--- config.mk ---
export PLATFORM = sky130hd
export DESIGN_NAME = request_arbiter8
export DESIGN_NICKNAME = d
export VERILOG_FILES = /design/src/rtl/request_arbiter8.sv
export SDC_FILE = /design/constraint.sdc
export NUM_CORES = 1
export LEC_CHECK = 0
export CORE_MARGIN = 2
export CORE_UTILIZATION = 55
export CTS_CLUSTER_SIZE = 28
export DETAILED_ROUTE_END_ITERATION = 8
export PLACE_DENSITY = 0.94
export SETUP_SLACK_MARGIN = 0.02
export SYNTH_ARGS = -nofsm -noshare
export SYNTH_HDL_FRONTEND = slang
export SYNTH_SLANG_ARGS = --single-unit
--- constraint.sdc ---
create_clock -name clk -period 3.3 [get_ports clk]
set_input_delay 0.66 -clock clk [delete_from_list [all_inputs] [get_ports clk]]
set_output_delay 0.66 -clock clk [all_outputs]
set_load 0.05 [all_outputs]
--- src/rtl/request_arbiter8.sv ---
// 8-way request arbiter with registered one-hot grant, fixed-priority or
// round-robin selection, a one-cycle RELEASE gap and an optional hold limit.
module request_arbiter8 #(
  parameter int RR_MODE  = 0,
  parameter int MAX_HOLD = 16
) (
  input  logic       clk,
  input  logic       rst_n,
  input  logic [7:0] req,
  input  logic       done,
  output logic [7:0] gnt,
  output logic [2:0] gnt_id,
  output logic       gnt_valid
);

  typedef enum logic [1:0] {IDLE, GRANT, RELEASE} state_t;

  localparam logic [7:0] MAX_H = 8'(MAX_HOLD);

  state_t     state, state_n;
  logic [7:0] gnt_n;
  logic [2:0] id_n, last_id, last_n;
  logic       valid_n;
  logic [7:0] hold, hold_n;
  logic [2:0] fp_win, rr_win, win;
  logic       rr_found;
  logic       limit;

  // Fixed priority: ascending scan so the highest set index is the last write.
  always_comb begin
    fp_win = '0;
    for (int i = 0; i < 8; i++)
      if (req[i]) fp_win = 3'(i);
  end

  // Round-robin: scan downward starting just below the previous grantee.
  always_comb begin
    rr_win   = '0;
    rr_found = 1'b0;
    for (int k = 1; k <= 8; k++)
      if (!rr_found && req[3'(last_id - 3'(k))]) begin
        rr_win   = 3'(last_id - 3'(k));
        rr_found = 1'b1;
      end
  end

  assign win   = (RR_MODE != 0) ? rr_win : fp_win;
  assign limit = (MAX_H != 8'd0) && (hold == MAX_H) && (|(req & ~gnt));

  always_comb begin
    state_n = state;
    gnt_n   = '0;
    id_n    = '0;
    valid_n = 1'b0;
    last_n  = last_id;
    hold_n  = hold;
    case (state)
      GRANT: begin
        if (done || !req[gnt_id] || limit) begin
          state_n = RELEASE;
        end else begin
          gnt_n   = gnt;
          id_n    = gnt_id;
          valid_n = 1'b1;
          hold_n  = (hold == 8'hFF) ? hold : hold + 8'd1;
        end
      end
      default: begin
        if (|req) begin
          state_n = GRANT;
          gnt_n   = 8'b1 << win;
          id_n    = win;
          valid_n = 1'b1;
          last_n  = win;
          hold_n  = 8'd1;
        end else begin
          state_n = IDLE;
        end
      end
    endcase
  end

  always_ff @(posedge clk or negedge rst_n) begin
    if (!rst_n) begin
      state     <= IDLE;
      gnt       <= '0;
      gnt_id    <= '0;
      gnt_valid <= 1'b0;
      last_id   <= '0;
      hold      <= '0;
    end else begin
      state     <= state_n;
      gnt       <= gnt_n;
      gnt_id    <= id_n;
      gnt_valid <= valid_n;
      last_id   <= last_n;
      hold      <= hold_n;
    end
  end

endmodule

==> Word level (Yosys, flattened, before mapping) <==
Index checks and enable logic that the tools add are counted.
{ "word_totals": {"regBits": 22, "inputBits": 11} }
{ "op_classes": {"add_sub_neg": 1, "magnitude_cmp": 1, "eq_ne": 6, "shifts": 1, "muxes": 25, "n_bitwise": 2, "n_reduce_logical": 8} }
{ "op_table": {"columns": ["op", "n"], "rows": [
  ["$mux 8", 7],
  ["$mux 3", 7],
  ["$reduce_or 8->1", 2],
  ["$add 8x1->8 const B", 1],
  ["$and 8x8->8", 1],
  ["$eq 8x5->1 const B", 1],
  ["$eq 8x8->1 const B", 1],
  ["$mux 2", 4],
  ["$not 8->8", 1],
  ["$shl 1x3->8 const A", 1],
  ["$mux 1", 6],
  ["$ne 2x2->1 const B", 3],
  ["$lt 3x4->1 const B", 1],
  ["$bmux 1 s3", 1],
  ["$reduce_and 3->1", 1],
  ["$eq 2x1->1 const B", 1],
  ["$logic_or 1x1->1", 2],
  ["$reduce_bool 2->1", 1],
  ["$logic_and 1x1->1", 1],
  ["$logic_not 1->1", 1]
]} }

==> Longest topological paths before layout <==
Gate-level depths: netlist of the first run.
{ "depth": {"ltp_word": 10, "ltp_mapped": 10, "mapped_depth_nobuf": 8} }

==> Worst setup path after synthesis of the first run <==
No wires, ideal clock.
{ "synth_timing": {"kind": "register to register", "from": "reg gnt_id[2]", "to": "reg gnt_id[1]", "arrival_time_ps": 2109, "slack_ps": 1070, "stages_incl_launch_ff": 8, "n_path_buf": 2, "synth_period_minus_slack_ps": 2230, "path_cell_list": "dfrtp_1 > mux4_2 > mux2_2 > nand2_1 > nor3_2 > buf_6 > buf_8 > a22o_1"} }
{ "synth_via": {"elab_chain_cells": 6} }
{ "synth_rtl": {"columns": ["element", "line", "source"], "rows": [
  ["from (decl)", "12", "output logic [2:0] gnt_id,"],
  ["from (signal assigned)", "94", "gnt_id <= id_n;"],
  ["$bmux 1 s3", "59", "if (done || !req[gnt_id] || limit) begin"],
  ["$mux 1 (implied by the code)", "59", null],
  ["$logic_not 1->1", "59", null],
  ["$logic_or 1x1->1 (2 in series)", "59", null],
  ["$ne 2x2->1 (no line)", null, null]
]} }
No other way between the ends. The select of a mux whose other input is x is not followed.
A chain may end at the register's enable or synchronous reset.

==> Worst setup path after layout of the first run <==
{ "layout_timing": {"from": "in req[4]", "to": "reg hold[5]"} }
{ "layout_via": {"elab_chain_cells": 7, "elab_cells_between_ends": 12, "cone_classes": "eq/ne (1); mux (2); bitwise (1); reduce/logical (8)"} }
{ "layout_rtl": {"columns": ["element", "line", "source"], "rows": [
  ["from (decl)", "9", "input logic [7:0] req,"],
  ["$bmux 1 s3", "59", null],
  ["$mux 1 (implied by the code)", "59", null],
  ["$logic_not 1->1", "59", null],
  ["$logic_or 1x1->1 (2 in series)", "59", null],
  ["$ne 2x2->1 (no line)", null, null],
  ["$reduce_and 3->1 (no line) (*)", null, null],
  ["to (signal assigned)", "97", "hold <= hold_n;"],
  ["to (decl)", "24", "logic [7:0] hold, hold_n;"]
]} }
Every way passes the cells marked *; elsewhere a longest branch is shown, timed or not. The select of a mux whose other input is x is not followed.

==> results.py, run 1 <==
metrics = {
    "outcome": {
        "status": "complete, no violations",
    },
    "global_routing": {
        "overflow": 0,
        "grt_pass1_wl_mm": 5.10,
        "grt_use_total_pct": 26.0,
        "grt_pass1_vias": 1081,
        "grt_max_degree": 23,
        "antenna_found_initial": 0,
    },
    "placement": {
        "gp_congestion": 0.933,
        "port_buffers": 22,
        "dp_hpwl_mm": 2.39,
        "post-place-ws_ns": 0.370,
    },
    "power_and_ir_drop": {
        "p_leak_uw": 0.000663,
        "power_density_mw_per_mm2": 683,
        "ir_drop_uv": 444,
    },
    "clocking": {
        "cts_setup_buffers": 0,
        "htree_levels": 1,
        "post_cts_resized": 0,
        "cts-root-buf": "clkbuf_4",
        "cts_max_path_buffers": 2,
        "clk_pin_slew_ns": 0.13,
        "clock-sinks": 22,
        "cts_tree": "yes",
        "clk-insertion-delay-late_ns": 0.31,
        "cts_buffers": 3,
        "cts_hold_buf": 0,
    },
    "sta": {
        "clock.fmax_mhz": 378,
        "rsz0062_at_grt": "no",
        "period_minus_slack_ns": 2.64,
        "tightestPinTransition_ns": 0.963,
        "period_share_pct": 80.1,
        "worst_slack_ns": 0.656,
        "finalSetupViolations": 0,
        "tns_ns": 0,
        "finClkSkew_ns": 0.00182,
        "max_slew_margin_pct": 35.6,
        "hold_viol_final": 0,
        "drv_slew": 0,
    },
    "worst_setup_path": {
        "slowest_stage": "o41a_2",
        "cp.buffers_inverters": 2,
        "worst_path_largest_cell_delay_ns": 0.52,
        "cp.required_ns": 3.51,
        "arrival_ns": 2.85,
        "cp_max_fo": 5,
        "setup.worst_path.end_class": "flip-flop",
        "path_delay_family": "compound AO/OA/AOI/OAI gates",
        "worst-setup-path-type": "in -> reg",
        "cp_cell_sequence": "clkdlybuf4s50_1 > inv_1 > o22ai_1 > o41a_2 > nor3_2 > a21oi_1 > a221o_1",
        "crit_path_start_kind": "input pin",
    },
    "routing": {
        "firstDrtPassIters": 7,
        "drt_iter0_markers": 89,
        "drt-total-wl_mm": 3.19,
        "viasPerCell": 6.50,
        "vias": 1196,
        "wl_per_cell_um": 17.3,
        "drc_errors": 0,
        "postRouteAntennaNets": 0,
    },
    "synth": {
        "netlist.area_leader.share_pct": 43.7,
        "netlist_area_mm2": 0.00126,
        "yosysUniqueCellTypes": 36,
        "avgSynthCellArea_um2": 9.55,
        "synth_flop_cell": "dfrtp_1",
        "synthCells": 132,
        "ys_top_cells_by_area": "dfrtp_1, nand2_1, mux4_2, a21oi_1, nand3_1",
        "ys_ff_latch": 22,
        "async_reset_ff_share_pct": 100,
        "synth_nets": 145,
        "synth-edff-count": 0,
        "synth_warnings": 0,
        "synth_top_area_cell": "dfrtp_1",
        "ys_seq_area_share_pct": 43.7,
    },
    "layout": {
        "area_growth_pct": 21.6,
        "final_cell_mix": "dfrtp_1, clkdlybuf4s50_1, nand2_1",
        "drive_gt1_share_pct": 9.62,
        "nets": 170,
        "fillers": 146,
        "n_antenna_cell": 0,
        "final_core_util_pct": 70.0,
    },
    "floorplan": {
        "core_area_mm2": 0.00219,
        "start_util_pct": 57.5,
        "fp.dieW_um": 51.9,
        "rows": 17,
        "ios": 23,
        "die_h_um": 51.9,
        "die_area_mm2": 0.00269,
    },
    "worst_hold_path": {
        "worstHoldPathType": "reg -> reg",
    },
    "flow_run": {
        "drv_cap": 0,
    },
}
## synth_stat cells, types with 2 or more instances
library cell / instances
nor2b_1: 2
a32o_1: 2
o22ai_1: 6
a22o_1: 3
nor3_1: 3
dfrtp_1: 22
nand3_1: 8
nor4_1: 2
mux4_2: 3
and3_1: 3
nand2_1: 18
ha_1: 2
a21oi_1: 8
clkbuf_1: 2
o31ai_1: 4
nor2_1: 10
o21ai_0: 6
inv_1: 10
## through the flow
stage          hold slack [ns]  cells  total power, uW  cell area [um2]
2_1_floorplan            0.364    132              741             1260
3_3_place_gp             0.494    180              871             1500
3_5_place_dp             0.516    180              889             1500
4_1_cts                  0.552    184             1040             1530
5_1_grt                  0.589    184             1100             1530
6_report                 0.549    184             1050             1530
## flip-flops by register name, summed over array words and instances (netlist names)
| name | count |
|---|---|
| gnt | 8 |
| gnt_valid | 1 |
| hold | 8 |
| state | 2 |
| gnt_id | 3 |
## cells by family (layout without fill, tap and decap cells)
| kind of cell | count (synthesis) | count (layout) | share of synthesized area [%] |
|---|---|---|---|
| fa+ha+maj | 2 | 2 | 1.99 |
| buf+inv | 14 | 38 | 5.66 |
| compound gates | 37 | 37 | 20.8 |
| simple gates | 52 | 52 | 20.9 |
| flops | 22 | 22 | 43.7 |
| mux | 5 | 5 | 7.05 |
## per-layer routing
layer | up-vias | GRT usage [%] | part of all wire, %
li1 | 538 | - | -
met1 | 565 | 36.5 | 40
met2 | 85 | 40.7 | 50
met3 | 8 | 4.31 | 8.9
met4 | 0 | 8.77 | 1.2
met5 | - | 0 | 0
## worst register-to-register path, stage by stage (launching register included)
cell and delay, ns:
dfrtp_1 0.44, inv_1 0.09, ha_1 0.17, or4b_1 0.45, nor4b_2 0.36, o41a_2 0.27
nor3_2 0.08, buf_4 0.17, a211oi_1 0.21, a41o_1 0.14
## power by group
group | total (uW) | internal, uW | switching, uW
logic | 520 | 191 | 329
registers | 374 | 321 | 52.9
clock network | 153 | 67.4 | 85.3
## final timing paths
kind                            slack [ns]                start  cells after the start                   to
worst max-delay path                  0.66               req[4]                      7  hold[5]$_DFFE_PN0P_
worst min-delay path                  0.55   gnt[2]$_DFFE_PN0P_                      1   gnt[2]$_DFFE_PN0P_
worst max register to register        0.85  hold[0]$_DFFE_PN0P_                      9  hold[1]$_DFFE_PN0P_
worst min register to register        0.55   gnt[2]$_DFFE_PN0P_                      1   gnt[2]$_DFFE_PN0P_
max in group asynchronous             1.85                rst_n                      1  hold[5]$_DFFE_PN0P_
min in group asynchronous             0.87                rst_n                      1  hold[2]$_DFFE_PN0P_
## cell type report
class,instances,area [um2],area share [%]
tap,28,35.0,2.29
timing repair buffer,24,235,15.3
inverter,10,37.5,2.45
clock buffer,4,36.3,2.37
multi-input combinational,96,638,41.6
sequential,22,551,35.9
No activity file was read; power rests on OpenSTA's default activity.
==> run 2: changes to the inputs <==
Settings changed: CORE_UTILIZATION 55 to 46, PLACE_DENSITY 0.94 to 0.85.
Clock period 3.3 ns to 2.37 ns, I/O delays scaled along.
==> run 2 against run 1 <==
Sequential power rose by 40%. Flip-flop and latch count did not move. Hold slack got worse by 0.072 ns. Global-route usage shrank 3.8 points. Clock power increased by 39%. Power up 44%. First-iteration DRC count decreased by 56%. Setup slack worse by 0.54 ns. Critical endpoint unchanged. Register-to-register slack lost 0.73 ns.
==> results.py, run 2 (same netlist as run 1, synthesis figures left out) <==
metrics = {
    "flow_run": {
        "drv_cap": 0,
    },
    "sta": {
        "finalSetupViolations": 0,
        "clock.fmax_mhz": 444,
        "period_minus_slack_ns": 2.25,
        "finClkSkew_ns": 0.00725,
        "drv_slew": 0,
        "period_share_pct": 95.0,
        "hold_viol_final": 0,
        "max_slew_margin_pct": 66.5,
        "tightestPinTransition_ns": 0.501,
        "tns_ns": 0,
        "rsz0062_at_grt": "yes",
    },
    "layout": {
        "area_growth_pct": 29.6,
        "nets": 183,
        "n_antenna_cell": 0,
        "final_cell_area_mm2": 0.00163,
        "drive_gt1_share_pct": 16.6,
        "reg_top3": "gnt: 8 flops, hold: 8 flops, gnt_id: 3 flops",
        "final_cell_mix": "dfrtp_1, clkdlybuf4s50_1, nand2_1",
    },
    "global_routing": {
        "grt_pass1_wl_mm": 5.51,
        "grt_use_total_pct": 22.2,
        "grt_util_met3_pct": 4.38,
        "antenna_found_initial": 0,
        "met2_usage_pct": 34.1,
        "met1_usage_pct": 29.7,
        "grt-busiest-layer": "met2",
        "grt_pass1_vias": 1175,
        "overflow": 0,
        "grt_max_degree": 23,
    },
    "worst_setup_path": {
        "arrival_ns": 2.47,
        "crit_path_start_kind": "flip-flop",
        "worst-setup-path-type": "reg -> reg",
        "worst-r2r-cell-count": 8,
        "setup.worst_path.end_class": "flip-flop",
        "cp_max_fo": 9,
        "cp.required_ns": 2.59,
    },
    "power_and_ir_drop": {
        "p_leak_uw": 0.000725,
        "ir_drop_uv": 704,
        "power_density_mw_per_mm2": 926,
    },
    "placement": {
        "gp_congestion": 1.04,
        "dpl_cell_area_mm2": 0.00159,
        "dp_hpwl_mm": 2.44,
        "port_buffers": 22,
    },
    "routing": {
        "drc_errors": 0,
        "firstDrtPassIters": 4,
        "postRouteAntennaNets": 0,
        "drt_iter0_markers": 39,
        "viasPerCell": 5.97,
        "drt-total-wl_mm": 3.20,
        "wl_per_cell_um": 16.1,
        "vias": 1189,
    },
    "floorplan": {
        "die_h_um": 56.3,
        "rows": 18,
        "die_area_mm2": 0.00317,
        "core_area_mm2": 0.00254,
        "ios": 23,
        "start_util_pct": 49.5,
        "fp.dieW_um": 56.3,
    },
    "clocking": {
        "cts_max_path_buffers": 2,
        "cts-root-buf": "clkbuf_4",
        "cts_buffers": 3,
        "htree_levels": 1,
        "clk-insertion-delay-late_ns": 0.32,
        "clock-sinks": 22,
        "cts_tree": "yes",
        "clk_pin_slew_ns": 0.12,
    },
    "outcome": {
        "status": "complete, no violations",
    },
    "worst_hold_path": {
        "worstHoldPathType": "in -> async",
    },
}
## run 2: stage by stage
step                      power, uW  util (%)  setup slack [ns]  hold slack [ns]  instances
after floorplan                1030         -             0.140            0.178        132
after global placement         1270      62.4            -0.166            0.499        194
after detailed placement       1290      62.4            -0.177            0.503        194
after CTS                      1500      63.9             0.115            0.483        198
after global routing           1620      64.2            0.0105            0.492        199
final                          1510      64.2             0.119            0.477        199
## run 2: per-layer routing
metal | wire [um] | up-vias
met1 | 1430 | 562
met2 | 1500 | 51
li1 | - | 569
met4 | 64 | 0
met5 | 0 | -
met3 | 202 | 7
## run 2: path summary, 6_finish.rpt
kind	startpoint	end	slack, ns
worst max register to register	hold[0]$_DFFE_PN0P_	hold[5]$_DFFE_PN0P_	0.12
worst max-delay path	hold[0]$_DFFE_PN0P_	hold[5]$_DFFE_PN0P_	0.12
worst min register to register	gnt[3]$_DFFE_PN0P_	gnt[3]$_DFFE_PN0P_	0.53
max in group asynchronous	rst_n	gnt[3]$_DFFE_PN0P_	1.67
worst min-delay path	rst_n	hold[7]$_DFFE_PN0P_	0.48
min in group clk	gnt[3]$_DFFE_PN0P_	gnt[3]$_DFFE_PN0P_	0.53
## run 2: layout make-up
cell class,count,area [um2]
Clock buffer,4,36.3
Fill cell,212,912
Inverter,10,37.5
Multi-Input combinational cell,96,638
Sequential cell,22,551
Tap cell,30,37.5
Timing Repair Buffer,37,333
## run 2: where the power goes
part / leakage [uW] / internal (uW) / switching, uW
Sequential: 0.000283 / 447 / 74.6
Clock: 0.0000210 / 94.0 / 118
Combinational: 0.000421 / 316 / 462
Total: 0.000725 / 858 / 655
## run 2: critical path, stage by stage, from the launching register on
cell	delay (ns)
dfrtp_1	0.43
inv_1	0.09
ha_1	0.14
or4b_1	0.46
nor4b_2	0.25
o41a_2	0.22
nor3_2	0.06
buf_4	0.17
a221o_1	0.31
## run 2: what timing repair did
item                                    4_1_cts  5_1_grt
hold buffers                                  0        0
resized for setup                             0        1
endpoints found under the setup margin        0        3
setup buffers                                 0        1
==> run 3: changes to the inputs <==
Settings changed: CORE_UTILIZATION 46 to 48, CTS_BUF_LIST set to sky130_fd_sc_hd__clkbuf_4, PLACE_DENSITY 0.85 to 0.88.
==> run 3 against run 2 <==
Hold slack lost 0.0075 ns. Fmax shrank 1.7%. Register-to-register slack worse by 0.04 ns. Cell count grew 1.5%. Critical endpoint unchanged.
==> results.py, run 3 (same netlist as run 1, synthesis figures left out) <==
metrics = {
    "clocking": {
        "cts_tree": "yes",
        "cts_setup_buffers": 0,
        "htree_levels": 1,
        "clk-insertion-delay-late_ns": 0.32,
        "clock-sinks": 22,
        "cts_max_path_buffers": 2,
        "cts_buffers": 3,
        "cts-root-buf": "clkbuf_4",
        "clk_pin_slew_ns": 0.13,
    },
    "sta": {
        "tightestPinTransition_ns": 0.496,
        "period_minus_slack_ns": 2.29,
        "clock.fmax_mhz": 437,
        "rsz0062_at_grt": "yes",
        "max_slew_margin_pct": 66.6,
        "finalSetupViolations": 0,
        "drv_slew": 0,
        "hold_viol_final": 0,
        "tns_ns": 0,
        "period_share_pct": 96.6,
        "finClkSkew_ns": 0.00746,
    },
    "layout": {
        "drive_gt1_share_pct": 19.2,
        "n_antenna_cell": 0,
        "fillers": 201,
        "area_growth_pct": 32.0,
        "multi_input_area_um2": 656,
        "nets": 186,
        "stdcell_count": 202,
        "final_cell_mix": "dfrtp_1, clkdlybuf4s50_1, nand2_1, buf_4, nor2_1",
        "regArea_um2": 551,
        "reg_top3": "gnt: 8 flops, hold: 8 flops, gnt_id: 3 flops",
        "final_cell_area_mm2": 0.00166,
    },
    "worst_setup_path": {
        "rrSetupSlack_ns": 0.08,
        "path_delay_family": "simple AND/OR/NAND/NOR gates",
        "cp_max_fo": 9,
        "cp_cell_sequence": "inv_2 > ha_1 > or4b_4 > nor4b_4 > o41a_2 > nor3_2 > buf_4 > a221o_1",
        "arrival_ns": 2.51,
        "cp.buffers_inverters": 2,
        "crit_path_start_kind": "flip-flop",
        "cp.required_ns": 2.59,
        "slowest_stage": "or4b_4",
        "worst_path_largest_cell_delay_ns": 0.47,
        "worst-setup-path-type": "reg -> reg",
        "setup.worst_path.end_class": "flip-flop",
    },
    "power_and_ir_drop": {
        "power_density_mw_per_mm2": 919,
        "p_leak_uw": 0.000738,
        "ir_drop_uv": 735,
    },
    "placement": {
        "gp_congestion": 1.00,
        "dp_hpwl_mm": 2.65,
        "port_buffers": 22,
        "dp_cells": 198,
        "dpl_cell_area_mm2": 0.00162,
    },
    "floorplan": {
        "ios": 23,
        "die_h_um": 55.2,
        "fp.dieW_um": 55.2,
        "rows": 18,
        "core_area_mm2": 0.00248,
        "die_area_mm2": 0.00305,
        "start_util_pct": 50.9,
    },
    "routing": {
        "drt-total-wl_mm": 3.47,
        "postRouteAntennaNets": 0,
        "vias": 1249,
        "firstDrtPassIters": 4,
        "drc_errors": 0,
        "viasPerCell": 6.18,
        "wl_per_cell_um": 17.2,
        "drt_iter0_markers": 97,
    },
    "global_routing": {
        "overflow": 0,
        "antenna_found_initial": 0,
        "grt_max_degree": 23,
        "grt_use_total_pct": 24.9,
        "grt_pass1_wl_mm": 6.04,
        "grt_pass1_vias": 1240,
    },
    "outcome": {
        "status": "complete, no violations",
    },
    "worst_hold_path": {
        "worstHoldPathType": "in -> async",
    },
    "flow_run": {
        "drv_cap": 0,
    },
}
-- run 3: worst register-to-register path, delay by kind of cell (launching register included) --
family                     cells  cell delay [ns]
DFF                            1             0.43
AOI/OAI and AO/OA              2             0.56
and+or+nand+nor                3             0.79
adders and majority gates      1             0.14
buffers and inverters          2             0.26
-- run 3: timing repair --
| action | 4_1_cts | 5_1_grt |
|---|---|---|
| gates resized for setup | 0 | 4 |
| hold buffers | 0 | 0 |
| endpoints found under the setup margin | 0 | 6 |
-- run 3: cell type report --
class | instances | share of cell area [%]
clock inverters | 1 | 0.226
flip-flops and latches | 22 | 33.1
repair buffers | 40 | 21.4
clock buffers | 3 | 1.35
multi-input cells | 96 | 39.4
inverters | 10 | 2.26
well taps | 30 | 2.26
-- run 3: path summary, 6_finish.rpt --
kind                                     start                     to  cells past startpoint
max                        hold[1]$_DFFE_PN0P_    hold[5]$_DFFE_PN0P_                      8
min                                      rst_n    hold[1]$_DFFE_PN0P_                      2
max reg2reg                hold[1]$_DFFE_PN0P_    hold[5]$_DFFE_PN0P_                      8
min reg2reg                 gnt[3]$_DFFE_PN0P_     gnt[3]$_DFFE_PN0P_                      2
max in group asynchronous                rst_n  gnt_id[2]$_DFFE_PN0P_                      2
min in group clk            gnt[3]$_DFFE_PN0P_     gnt[3]$_DFFE_PN0P_                      2
-- run 3: where the power goes --
part / switching [uW] / total, uW / internal [uW]
Sequential: 69.1 / 516 / 447
Clock: 126 / 188 / 61.8
Combinational: 486 / 823 / 338
Total: 681 / 1530 / 846
-- run 3: routing by layer --
metal / up-vias / routed length, um / part of all wire, % / GRT usage [%]
li1: 576 / - / - / -
met1: 616 / 1540 / 44 / 34.8
met3: 8 / 169 / 4.9 / 2.58
met4: 0 / 65 / 1.9 / 8.36
met2: 49 / 1700 / 49 / 40.3
met5: - / 0 / 0 / 0
-- run 3: through the flow --
stage                     setup slack [ns]  power (uW)  utilization, %  hold WS, ns
after floorplan                      0.140        1030               -        0.178
after global placement              -0.117        1300            65.4        0.496
after detailed placement            -0.175        1320            65.4        0.503
after CTS                           0.0612        1510            66.4        0.478
after global routing               0.00594        1620            67.1        0.507
final                               0.0803        1530            67.1        0.469
